==> config.mk <==
export PLATFORM = sky130hd
export DESIGN_NAME = bus_arbiter4
export DESIGN_NICKNAME = d
export VERILOG_FILES = /design/src/rtl/bus_arbiter4_pkg.sv /design/src/rtl/bus_arbiter4_arb_pick.sv /design/src/rtl/bus_arbiter4.sv
export SDC_FILE = /design/constraint.sdc
export NUM_CORES = 1
export LEC_CHECK = 0
export ABC_CLOCK_PERIOD_IN_PS = 2350
export BUFFER_PORTS_ARGS = -buffer_cell sky130_fd_sc_hd__buf_4
export CORE_AREA = 2 2 39 41
export CTS_CLUSTER_DIAMETER = 80
export DETAILED_ROUTE_END_ITERATION = 10
export DIE_AREA = 0 0 41 43
export HOLD_SLACK_MARGIN = 0.03
export PLACE_DENSITY = 0.71
export SKIP_CTS_REPAIR_TIMING = 1
export SYNTH_ARGS = -nofsm -noshare
export SYNTH_HDL_FRONTEND = slang
export SYNTH_SLANG_ARGS = --single-unit
==> constraint.sdc <==
create_clock -name clk -period 2.35 [get_ports clk]
set_input_delay 0.235 -clock clk [delete_from_list [all_inputs] [get_ports clk]]
set_output_delay 0.235 -clock clk [all_outputs]
set_load 0.05 [all_outputs]
==> src/rtl/bus_arbiter4_pkg.sv <==
// Shared types and constants for the four-requester bus arbiter.
// State encodings are fixed so that debug probes can decode them.
package bus_arbiter4_pkg;

   localparam int N_REQ = 4;
   localparam int ID_W  = 2;

   typedef enum logic [1:0] {
      IDLE = 2'b00,
      BUSY = 2'b01,
      GAP  = 2'b10
   } state_t;

endpackage

==> src/rtl/bus_arbiter4_arb_pick.sv <==
// Rotated priority select: scans req from base+1 upward, wrapping mod 4,
// and returns the first set index.
module arb_pick
   import bus_arbiter4_pkg::*;
(
   input  logic [N_REQ-1:0] req,
   input  logic [ID_W-1:0]  base,
   output logic [ID_W-1:0]  id,
   output logic             hit
);

   logic [ID_W-1:0] idx;

   always_comb begin
      id  = '0;
      hit = 1'b0;
      idx = '0;
      for (int k = 1; k <= N_REQ; k++) begin
         idx = base + ID_W'(k);
         if (!hit && req[idx]) begin
            id  = idx;
            hit = 1'b1;
         end
      end
   end

endmodule

==> src/rtl/bus_arbiter4.sv <==
// Four-requester bus arbiter with hold watchdog and one-cycle turnaround gap.
// Define BUS_ARB_ROUND_ROBIN_EN for round-robin; default is fixed priority (3 highest).
module bus_arbiter4
   import bus_arbiter4_pkg::*;
#(
   parameter int MAX_HOLD = 16,
   parameter int CNT_W    = 5
) (
   input  logic             clk,
   input  logic             rst_n,
   input  logic             enable,
   input  logic [N_REQ-1:0] req,
   input  logic             done,
   output logic [N_REQ-1:0] grant,
   output logic [ID_W-1:0]  grant_id,
   output logic             grant_valid,
   output logic             timeout
);

   state_t          state;
   state_t          state_nx;
   logic [ID_W-1:0] owner;
   logic [CNT_W-1:0] cnt;
   logic            to_q;

   logic [N_REQ-1:0] pick_req;
   logic [ID_W-1:0]  pick_base;
   logic [ID_W-1:0]  pick_id;
   logic [ID_W-1:0]  win_id;
   logic             pick_hit;

   logic rel_done;
   logic rel_to;
   logic release_now;

`ifdef BUS_ARB_ROUND_ROBIN_EN
   logic [ID_W-1:0] last_id;

   assign pick_req  = req;
   assign pick_base = last_id;
   assign win_id    = pick_id;
`else
   // Reversing req turns the lowest-first scan into highest-index-wins.
   assign pick_req  = {req[0], req[1], req[2], req[3]};
   assign pick_base = 2'b11;
   assign win_id    = ~pick_id;
`endif

   arb_pick u_pick (
      .req  (pick_req),
      .base (pick_base),
      .id   (pick_id),
      .hit  (pick_hit)
   );

   assign rel_done    = done | ~req[owner];
   assign rel_to      = (cnt == CNT_W'(MAX_HOLD - 1));
   assign release_now = rel_done | rel_to;

   always_ff @(posedge clk or negedge rst_n) begin
      if (!rst_n) begin
         state <= IDLE;
         owner <= '0;
         cnt   <= '0;
         to_q  <= 1'b0;
`ifdef BUS_ARB_ROUND_ROBIN_EN
         last_id <= 2'b11;
`endif
      end else begin
         state <= state_nx;
         to_q  <= (state == BUSY) && release_now && !rel_done;
         unique case (state)
            IDLE: begin
               if (enable && pick_hit) begin
                  owner <= win_id;
                  cnt   <= '0;
               end
            end
            BUSY: begin
               if (release_now) begin
`ifdef BUS_ARB_ROUND_ROBIN_EN
                  last_id <= owner;
`endif
               end else if (!rel_to) begin
                  cnt <= cnt + CNT_W'(1);
               end
            end
            default: ;
         endcase
      end
   end

   always_comb begin
      state_nx = state;
      unique case (state)
         IDLE:    if (enable && pick_hit) state_nx = BUSY;
         BUSY:    if (release_now) state_nx = GAP;
         GAP:     state_nx = IDLE;
         default: state_nx = IDLE;
      endcase
   end

   always_comb begin
      grant       = '0;
      grant_id    = '0;
      grant_valid = 1'b0;
      if (state == BUSY) begin
         grant_valid  = 1'b1;
         grant_id     = owner;
         grant[owner] = 1'b1;
      end
      timeout = (state == GAP) && to_q;
   end

endmodule

==> impl_metrics.ini, run 1 <==
[global_route]
grt_pass1_vias = 454
grt_start_max_net_pins = 11
use_met2_pct = 25.00
grt_pass1_wl_mm = 1.925
grt_usage_pct = 16.79
use_met1_pct = 20.47
antenna_found_initial = 0
grt.busiest_layer = met2
grt_overflow = 0
met3_usage_pct = 4.712

[critical_path]
crit_type = flop to flop
r2r_slack_ns = 0.26
cpMostUsedCell = ha_1
crit_path_max_fanout = 6
crit_family = simple AND/OR/NAND/NOR gates
end_kind = flop
r2r-end = cnt[3]$_DFFE_PN0P_
critPathRequiredTime_ns = 2.50
critPathBufInv = 0
cp_num_cells = 7
worstPathArrival_ns = 2.24
reg2regPathDepth = 7
reg2reg_from = cnt[0]$_DFFE_PN0P_
cpMaxStageDelayCell = dfrtp_1
start_kind = flop
critical_path.cell_chain = ha_1 -> and3_1 -> ha_1 -> or3_1 -> o2bb2ai_4 -> nand2_4 -> a311o_1
slowest_delay_ns = 0.41

[detailed_routing]
wl_mm = 1.190
wl_per_cell_um = 12.02
num_vias = 520
antenna_left = 0
viasPerCell = 5.253
drc = 0
drtPass1Iterations = 4
drtIter0Drc = 3

[outcome]
status = finished clean

[clock_network]
clk_pin_slew_ns = 0.07
clk_latency_ns = 0.27
cts_sinks = 10
ctsHtreeMaxLevel = 1
cts_buffer_depth = 2
cts_buffers = 3
cts-root-buf = clkbuf_4
cts_tree = yes

[die]
core_um2 = 1384
io_pins = 16
die_y_um = 43
fp.dieW_um = 41
initial_core_util_pct = 44.30
fp.dieArea_um2 = 1763
placementRows = 14

[power_and_ir_drop]
leakagePower_nw = 0.4163
total_power_mw = 0.9037
ir_drop_mv = 0.5627
pwr_density_cell_nw_per_um2 = 1141

[placement]
place_inst = 94
place_congestion = 0.7540
hpwlAfterDp_um = 924.6
place_area_um2 = 745.7
pre_cts_slack_ns = 0.2616
port_buffers = 15

[synthesis]
synth.avg_cell_area_um2 = 9.732
synth_nets = 73
netlist_area_um2 = 613.1
ys.warnings.count = 0
synth-seq-cells = 10
yosysSeqAreaShare_pct = 40.82
yosysUniqueCellTypes = 28
synthCells = 63

[sta]
fin_crit_sh_pct = 88.88
slew_violations = 0
hold_viol_final = 0
max_freq_ghz = 0.4788
tightest_slew_ns = 0.3546
fin_crit_ns = 2.089
postLayoutSetupSlackWorst_ns = 0.2613
hold_ws_ns = 0.2464
finalClockSkew_ns = 0.001276
finalSetupViolCount = 0
setup-tns-final_ns = 0
rsz0062_at_grt = false
slew_headroom_pct = 76.31

[worst_hold_path]
hold_path_depth = 3
min_from = done
hold_end = to_q$_DFF_PN0_
hp-class = input pin to flop

[cells_and_area]
antenna_cells = 0
fin_nets = 94
fin_util_pct = 57.23
syn_to_final_growth_pct = 29.18
final_layout_size_suffix_gt1_share_pct = 32.53
final_area_um2 = 792.0
final_cells = 99

[flow_run]
cap_violations = 0
[kinds of logic (layout without fill, tap and decap cells)]
logic type	count (synthesis)	count (layout)	share of synthesized area (%)
mux	5	5	8.367
fa+ha+maj	2	2	4.081
compound gates	10	10	14.29
simple gates	32	32	29.80
flops	10	10	40.82
buf+inv	4	24	2.652
[cell usage in the layout (no fill, tap or decap), types with 3 or more instances in the layout]
cell type / count
inv_1: 3
buf_4: 15
clkbuf_4: 3
o21ai_0: 3
nand2_1: 7
dfrtp_1: 10
mux2i_1: 4
nor2_1: 5
[area by class of cell]
type / count / area, µm²
clock buffer: 4 / 36.28
fill: 127 / 591.8
inverter: 4 / 16.27
multi-input combinational: 49 / 346.6
sequential: 10 / 250.2
tap: 16 / 20.02
timing repair buffer: 16 / 122.6
[metal layers]
| metal | part of all wire, % | vias up |
|---|---|---|
| li1 | - | 263 |
| met1 | 44 | 241 |
| met2 | 50 | 14 |
| met3 | 5.6 | 2 |
| met4 | 0.67 | 0 |
| met5 | 0 | - |
[how the worst max path moves through the flow]
stage                              start                 end  slack (ns)
floorplan           state[1]$_DFFE_PN0P_            grant[1]        0.20
global placement      cnt[0]$_DFFE_PN0P_  cnt[3]$_DFFE_PN0P_        0.31
detailed placement    cnt[0]$_DFFE_PN0P_  cnt[3]$_DFFE_PN0P_        0.26
CTS                   cnt[0]$_DFFE_PN0P_  cnt[3]$_DFFE_PN0P_        0.24
global route          cnt[0]$_DFFE_PN0P_  cnt[3]$_DFFE_PN0P_        0.15
finish                cnt[0]$_DFFE_PN0P_  cnt[3]$_DFFE_PN0P_        0.26
[worst register-to-register path: stages, from the launching register on]
cell and delay (ns):
dfrtp_1 0.41, ha_1 0.23, and3_1 0.15, ha_1 0.19, or3_1 0.35, o2bb2ai_4 0.19
nand2_4 0.10, a311o_1 0.36
[state kept, by name, indices dropped and copies added (netlist names)]
name and flops:
cnt 5, to_q 1, owner 2, state 2
[power breakdown]
| part | internal, mW | switching, mW |
|---|---|---|
| logic | 0.166 | 0.308 |
| clock network | 0.0942 | 0.0625 |
| registers | 0.220 | 0.0535 |
| total | 0.480 | 0.424 |
[cells in the mapped netlist]
library cell / n / share of area, %
dfrtp_1: 10 / 41
nand2_1: 7 / 4.3
nor2_1: 5 / 3.1
mux2i_1: 4 / 6.5
inv_1: 3 / 1.8
o21ai_0: 3 / 2.4
a21oi_1: 2 / 1.6
a31o_1: 2 / 2.9
and2_1: 2 / 2.0
and3_1: 2 / 2.0
ha_1: 2 / 4.1
nor2b_1: 2 / 2.0
nor3_1: 2 / 1.6
nor3b_1: 2 / 2.4
or3_1: 2 / 2.0
a21o_1: 1 / 1.2
a311o_1: 1 / 1.6
and2_2: 1 / 1.2
and2b_2: 1 / 1.4
and3_2: 1 / 1.2
clkinv_2: 1 / 0.82
mux2_2: 1 / 1.8
nand2_4: 1 / 1.8
nand2b_1: 1 / 1.0
nand3_1: 1 / 0.82
nand3b_1: 1 / 1.2
o2bb2ai_4: 1 / 4.5
or3b_2: 1 / 1.4
No activity file was read; power rests on OpenSTA's default activity.
==> inputs of run 2 (changes only) <==
RECOVER_POWER = 100   (was not set)
SKIP_CTS_REPAIR_TIMING = not set   (was 1)
==> run 2 against run 1 <==
Design area fell by 2.7%. Critical path depth fell by 2. Largest power group unchanged. Clock skew rose by 0.0012 ns.
==> impl_metrics.ini, run 2 (same netlist as run 1, synthesis figures left out) <==
[critical_path]
start_kind = flop
crit_path_max_fanout = 8
worstPathArrival_ns = 1.89
crit_type = flop to output port
end_kind = output port
critPathRequiredTime_ns = 2.12

[die]
initial_core_util_pct = 44.30
placementRows = 14
io_pins = 16
core_um2 = 1384
die_y_um = 43
fp.dieArea_um2 = 1763
fp.dieW_um = 41

[outcome]
status = finished clean

[cells_and_area]
fin_nets = 94
syn_to_final_growth_pct = 25.71
regArea_um2 = 250.2
final_common_cell = dfrtp_1
top_regs = cnt x5, owner x2, state x2
mostFrequentLayoutCells = dfrtp_1 (10), buf_4 (8), nand2_1 (7)
antenna_cells = 0
multi_input_area_um2 = 346.6
largest_reg_flops = 5
n_fill_cell = 137
final_layout_size_suffix_gt1_share_pct = 28.92
regMostFlops = cnt

[detailed_routing]
wl_per_cell_um = 12.06
num_vias = 526
drc = 0
drtPass1Iterations = 4
drtIter0Drc = 8
antenna_left = 0
wl_mm = 1.194
viasPerCell = 5.313

[worst_hold_path]
hp-class = input pin to flop

[sta]
finalSetupViolCount = 0
hold_viol_final = 0
fin_crit_ns = 2.125
slew_violations = 0
tightest_slew_ns = 0.5989
fin_crit_sh_pct = 90.41
postLayoutSetupSlackWorst_ns = 0.2254
slew_headroom_pct = 60.25
rsz0062_at_grt = false
setup-tns-final_ns = 0
max_freq_ghz = 0.4707
finalClockSkew_ns = 0.002524

[clock_network]
cts-root-buf = clkbuf_4
clk_latency_ns = 0.27
cts_setup_buffers = 0
clk_pin_slew_ns = 0.07
cts_sinks = 10
cts_buffers = 3
ctsHtreeMaxLevel = 1
cts_tree = yes
cts_buffer_depth = 2

[global_route]
grt_pass1_wl_mm = 1.987
grt_overflow = 0
grt_start_max_net_pins = 11
antenna_found_initial = 0
grt_usage_pct = 17.50
grt_pass1_vias = 456

[power_and_ir_drop]
internal-power_mw = 0.4607
ir_drop_mv = 0.5576
leakagePower_nw = 0.3947
pwr_density_cell_nw_per_um2 = 1149
p_comb_share_pct = 51.3
switching_power_mw = 0.4247
swShare_pct = 47.97
power.share.sequential_pct = 30.9
pwr-share-clk_pct = 17.8

[placement]
place_congestion = 0.7540
pre_cts_slack_ns = 0.2616
port_buffers = 15
hpwlAfterDp_um = 924.6

[flow_run]
cap_violations = 0
[run 2: cell count changes in the layout (fill, tap and decap cells not counted)]
cell / before / now
buf_4: 15 / 8
clkbuf_2: 0 / 4
clkbuf_1: 0 / 3
and2_0: 0 / 1
and2_1: 2 / 1
clkinv_2: 1 / 0
clkinvlp_2: 0 / 1
[run 2: metal layers]
layer | part of all wire (%) | GRT usage, % | vias up | wire, µm
li1 | - | - | 265 | -
met1 | 44 | 20.81 | 245 | 524
met2 | 50 | 26.88 | 14 | 595
met3 | 5.5 | 4.712 | 2 | 66
met4 | 0.67 | 10.00 | 0 | 8
met5 | 0 | 0 | - | 0
[run 2: path summary, 6_finish.rpt]
path	startpoint	cells after the start	slack [ns]	to
min reg2reg	cnt[0]$_DFFE_PN0P_	1	0.51	cnt[0]$_DFFE_PN0P_
min in group asynchronous	rst_n	2	0.49	cnt[0]$_DFFE_PN0P_
max reg2reg	cnt[0]$_DFFE_PN0P_	7	0.25	cnt[3]$_DFFE_PN0P_
max in group asynchronous	rst_n	2	1.50	cnt[1]$_DFFE_PN0P_
max	state[0]$_DFFE_PN0P_	5	0.23	grant[2]
min	done	3	0.24	to_q$_DFF_PN0_
[run 2: power groups by stage]
stage | clock network, mW | logic (mW) | registers (mW)
floorplan | 0 | 0.361 | 0.264
global placement | 0 | 0.471 | 0.275
detailed placement | 0 | 0.476 | 0.277
CTS | 0.164 | 0.478 | 0.274
global route | 0.173 | 0.497 | 0.281
finish | 0.158 | 0.454 | 0.273
[run 2: final cells by class]
cell class	instances	share of cell area [%]
repair buffers	16	13.15
inverters	4	2.110
multi-input cells	49	44.97
well taps	16	2.597
clock buffers	4	4.708
flip-flops and latches	10	32.47
[run 2: what timing repair did]
action	in CTS	in global routing
setup endpoints to repair	0	0
hold buffers	1	0
endpoints found under the hold margin	10	0
gates resized for setup	0	0
[run 2: through the flow]
stage	hold WS [ns]	power [mW]	utilization [%]	std cells	cell area, µm²
finish	0.2437	0.8854	55.70	99	770.7
global route	0.2551	0.9505	55.70	99	770.7
CTS	0.2450	0.9157	57.23	99	792.0
detailed placement	0.07491	0.7529	53.89	94	745.7
global placement	0.07243	0.7468	53.89	94	745.7
floorplan	-0.06059	0.6253	-	63	613.1
[run 2: worst max-delay path, cell delays in order (launching register included)]
cell and delay (ns):
dfrtp_1 0.39, nand2b_1 0.19, clkinvlp_2 0.34, and2_0 0.28, and2b_2 0.19, clkbuf_2 0.23
